### config.mk
export PLATFORM = sky130hd
export DESIGN_NAME = prog_ctr
export DESIGN_NICKNAME = d
export VERILOG_FILES = /design/src/rtl/prog_ctr.sv
export SDC_FILE = /design/constraint.sdc
export NUM_CORES = 1
export LEC_CHECK = 0
export ABC_AREA = 1
export CAP_MARGIN = 25
export CORE_MARGIN = 5
export CORE_UTILIZATION = 43
export DETAILED_ROUTE_END_ITERATION = 16
export GPL_TIMING_DRIVEN = 0
export PLACE_DENSITY = 0.69
export SETUP_SLACK_MARGIN = 0.1
export SLEW_MARGIN = 20
export SYNTH_ARGS = -nofsm -noshare
export SYNTH_HDL_FRONTEND = slang
export SYNTH_SLANG_ARGS = --single-unit
### constraint.sdc
create_clock -name Clk -period 2.7 [get_ports Clk]
set_input_delay 0.54 -clock Clk [delete_from_list [all_inputs] [get_ports Clk]]
set_output_delay 0.54 -clock Clk [all_outputs]
set_load 0.005 [all_outputs]
### src/rtl/prog_ctr.sv
// Program counter and branch unit with a writable branch-target LUT
// and a Start/Ack run handshake toward the host.
module prog_ctr #(
  parameter int unsigned PCW        = 10,
  parameter int unsigned LUTW       = 4,
  parameter logic [PCW-1:0] START_ADDR = '0
) (
  input  logic            Clk,
  input  logic            Reset,
  input  logic            Start,
  input  logic            Halt,
  input  logic            Jump,
  input  logic            BranchZ,
  input  logic            BranchNZ,
  input  logic            Zero,
  input  logic [LUTW-1:0] LutIdx,
  input  logic            LutWe,
  input  logic [PCW-1:0]  LutWdata,
  output logic [PCW-1:0]  ProgCtr,
  output logic            Running,
  output logic            Ack
);

  localparam int unsigned NLUT = 1 << LUTW;

  typedef enum logic [1:0] {
    IDLE = 2'd0,
    RUN  = 2'd1,
    DONE = 2'd2
  } state_t;

  state_t         state;
  logic [PCW-1:0] lut [NLUT];
  logic [PCW-1:0] target;
  logic           take;

  assign target = lut[LutIdx];
  assign take   = Jump
                | (BranchZ & Zero)
                | (BranchNZ & ~Zero);

  always_ff @(posedge Clk) begin
    if (!Reset) begin
      state   <= IDLE;
      ProgCtr <= START_ADDR;
      Running <= 1'b0;
      Ack     <= 1'b0;
      for (int i = 0; i < NLUT; i++)
        lut[i] <= '0;
    end else if (Start) begin
      state   <= RUN;
      ProgCtr <= START_ADDR;
      Running <= 1'b1;
      Ack     <= 1'b0;
    end else begin
      unique case (state)
        IDLE: begin
          if (LutWe)
            lut[LutIdx] <= LutWdata;
        end
        RUN: begin
          // Halt outranks any jump/branch on the same instruction
          if (Halt) begin
            state   <= DONE;
            Running <= 1'b0;
            Ack     <= 1'b1;
          end else if (take) begin
            ProgCtr <= target;
          end else begin
            ProgCtr <= ProgCtr + 1'b1;
          end
        end
        DONE: begin
          Ack <= 1'b1;
        end
        default: begin
          state   <= IDLE;
          Running <= 1'b0;
          Ack     <= 1'b0;
        end
      endcase
    end
  end

endmodule

======== Yosys cells after proc, flatten, opt, wreduce, memory -nomap -nowiden ========
Memories as Yosys holds them, arrays and structs flattened.
Index checks and enable logic that the tools add are counted.
word-level totals
  register bits after elaboration ......... 14
  memories ................................ 1
  bits in read-only memories .............. 0
  bits in latches ......................... 0
  output and inout bits ................... 12
  RAM bits ................................ 160
  input port bits ......................... 23
  logic and storage cells ................. 47
cells by class
  multiplexer cells ....................... 18
  magnitude comparators ................... 0
  add/subtract/negate cells ............... 1
  equality and inequality tests ........... 5
  divide/modulo/power cells ............... 0
  reduce and logical (&&, ||, !) cells .... 8
  bitwise operators ....................... 9
  $mul .................................... 0
  shift-type cells ........................ 0
memories
  name  depth  bits a word  rd ports  clocked after Yosys merged registers in  write ports  line  RTL
  lut   16     10           1         0                                        16           33    logic [PCW-1:0] lut [NLUT];
operators by type and width
  kind                                                                     count
  10-bit 2-to-1 mux                                                        2
  1-bit 2-to-1 mux                                                         11
  10-bit by 1-bit adder with 10-bit output, second input constant          1
  10-bit OR reduction                                                      1
  2-bit AND reduction                                                      4
  1-bit inverter                                                           5
  4-bit 2-to-1 mux                                                         1
  2-bit one-hot mux with 2 select lines                                    1
  2-bit OR reduction                                                       2
  3-bit inequality test, second input constant                             1
  1-bit one-hot mux with 3 select lines                                    1
  1-bit AND                                                                2
  2-bit by 1-bit == test with 1-bit output, second input constant          1
  2-bit == test, second input constant                                     1
  2-bit logical NOT                                                        1
  2-bit 2-to-1 mux                                                         1
  2-bit by 1-bit inequality test with 1-bit output, second input constant  1
  2-bit inequality test, second input constant                             1
  1-bit OR                                                                 2
  1-bit one-hot mux with 2 select lines                                    1

======== Longest topological paths before layout ========
  word-level depth ........................ 7
  depth in mapped cells ................... 12
  gate-level depth less buffers ........... 11

======== Worst setup path before layout ========
No wires, ideal clock.
  path kind ............................... in2reg
  start point ............................. input port Reset
  end point ............................... memory lut[3][0], enable pin
  path slack .............................. 0.677 ns
  stages on the path ...................... 8
  setup time .............................. 0.339 ns
  data arrival time ....................... 1.683 ns
  cell sequence ........................... buf_4 inv_4 nor2_8 nand3_4 nor3_4 nand2_2 buf_6 nand2_1
RTL lines
  item         line  RTL
  from (decl)  9     input logic Reset,
  to (decl)    33

==> metrics <==
fin crit period 2.529 ns; Placed Cells 1131; clk buf depth 2; Final Non-Filler Cells 1163; hold buffer count at cts 0; Via Count 6438; DRT antenna net count 0; sequential area share after synthesis 61.39%; CP Class in -> reg; Worst setup EP type flip-flop; most common cell after layout, fill and taps aside nand2_1; Die Area 22060 um^2; RSZ-0062 raised after global routing false; Syn Std Cell Area 8250 um^2; initial core utilization 43.96%; met2 wire length 10900 um; syn_area_per_cell 9.538 um^2; Final GP Congestion 0.9826; Sink Count 173; Worst EP required 2.79 ns; H-tree levels 4; fraction of layout cells with a size suffix above 1 12.92%; Slew Limit Fails 0; Row Count 50; CTS root buffer clkbuf_16; relative slew slack 42.54%; Initial DRC Count 913; fmax 395.4 MHz; worst vdd ir 0.4518 mV; Vias/cell 5.536; DRT met1 WL 9456 um; Setup Skew 0.01189 ns; slew at the pin closest to its max-slew limit 0.8619 ns; highest metal used met4; Max Cap Violations 0; initial antenna violation count 0; Vert. Die Dim 148.5 um; largest net degree at the start of global routing 17; CP Max Fanout 10; Setup-failing EPs final 0; cell area after layout 9447 um^2; final wirelength 23900 um; first drt pass iteration count 5; Pleak 3.872 nW; GR Overflow Total 0; Residual DRC 0; P&R area growth vs syn 14.50%; setup tns final 0 ns; Ports 35; Tightest Hold Check Type in -> reg; Num CTS Buffers 17; DP HPWL 16230 um; WL met3 2802 um; GRT Overall Usage 22.06%; ant diodes 0; Horiz. Die Dim 148.5 um; distinct cell type count after synthesis 29; dpl cell area 8864 um^2; status complete, no violations; CTS clk-pin slew, worst paths 0.07 ns; final worst path period share 93.66%; Yosys warning count 0; number of global-route vias before repair 6048; Hold WS 0.4734 ns; IO buf count 32; Clock Latency Late Sink 0.44 ns; commonest non-fill, non-tap cells in the layout nand2_1, nor2_1, edfxtp_1; drt wl/cell 20.55 um; flops & latches, synth 173; first-pass GRT wire length 35750 um; Startpoint Class input pin; Syn Nets 892; Mapped Cells 865; CTS tree done; PD cells 623.5 nW/um^2; CORE AREA 18770 um^2; final net count 943; Hold Fails Final Rpt 0; Crit path arrival time 2.62 ns
==> final timing paths <==
| path | from | to | slack [ns] | depth (start not counted) |
|---|---|---|---|---|
| worst min register to register | Ack | Ack | 0.51 | 2 |
| worst min-delay path | Reset | Running | 0.47 | 3 |
| worst max register to register | Running | lut[4][9] | 0.48 | 7 |
| worst max-delay path | LutIdx[0] | lut[11][8] | 0.17 | 7 |
==> repair_timing <==
action | in CTS | in global routing
gates resized for setup | 0 | 7
endpoints found under the setup margin | 0 | 66
buffers inserted | 0 | 0
hold endpoints to repair | 0 | 0
==> flip-flops by register name, summed over array words and instances, names as in the netlist <==
name	flops
lut	160
Running	1
ProgCtr	10
state	1
Ack	1
==> cell usage after synthesis (all sizes together) <==
library cell,count,area share [%]
clkinv,1,0.045
buf,43,3.8
inv,32,1.5
o21bai,2,0.18
clkbuf,16,0.73
nor3,5,0.85
a21oi,17,1.0
nand3,68,4.3
nand3b,2,0.18
dfxtp,13,3.2
edfxtp,160,58
nand4,28,2.1
ha,4,0.61
o21ai,19,1.2
nor2,184,9.2
nand2,268,13
xor2,3,0.32
==> cell type report <==
class	count	area (um^2)
clock buffer	21	481.7
fill	1714	9321
multi-input combinational	600	2700
inverter	33	126.4
buffer	59	376.6
sequential	173	5065
timing repair buffer	32	320.3
tap	234	292.8
clock inverter	11	83.83
==> routing by layer <==
metal | vias to the layer above | GRT usage (%)
li1 | 2975 | -
met1 | 3039 | 29.57
met2 | 371 | 33.83
met3 | 53 | 6.551
met4 | 0 | 8.684
met5 | - | 0
==> worst max-delay path: stages <==
cell and delay (ns):
clkdlybuf4s50_1 0.63, inv_2 0.15, buf_4 0.23, nor3_4 0.42, nand2_2 0.11, buf_6 0.17
nand2_1 0.35
==> metrics by stage <==
stage	util, %	total power [mW]	worst slack [ns]
floorplan	-	3.369	0.6774
global placement	47.23	3.578	-0.3049
finish	50.33	5.890	0.1712
CTS	50.24	5.879	0.1602
detailed placement	47.23	3.586	-0.2932
global route	50.33	6.049	0.1173
==> power by group <==
group          internal [mW]  total [mW]  switching, mW
Sequential              3.01        3.04         0.0306
Combinational          0.133       0.504          0.371
Clock                   1.29        2.35           1.06
==> kinds of logic after synthesis <==
family | count (synthesis) | share of synthesized area [%]
simple gates | 555 | 29.22
compound gates | 38 | 2.366
xor+xnor | 3 | 0.3185
flops | 173 | 61.39
fa+ha+maj | 4 | 0.6066
buf+inv | 92 | 6.096
(Power assumes the default switching activity.)
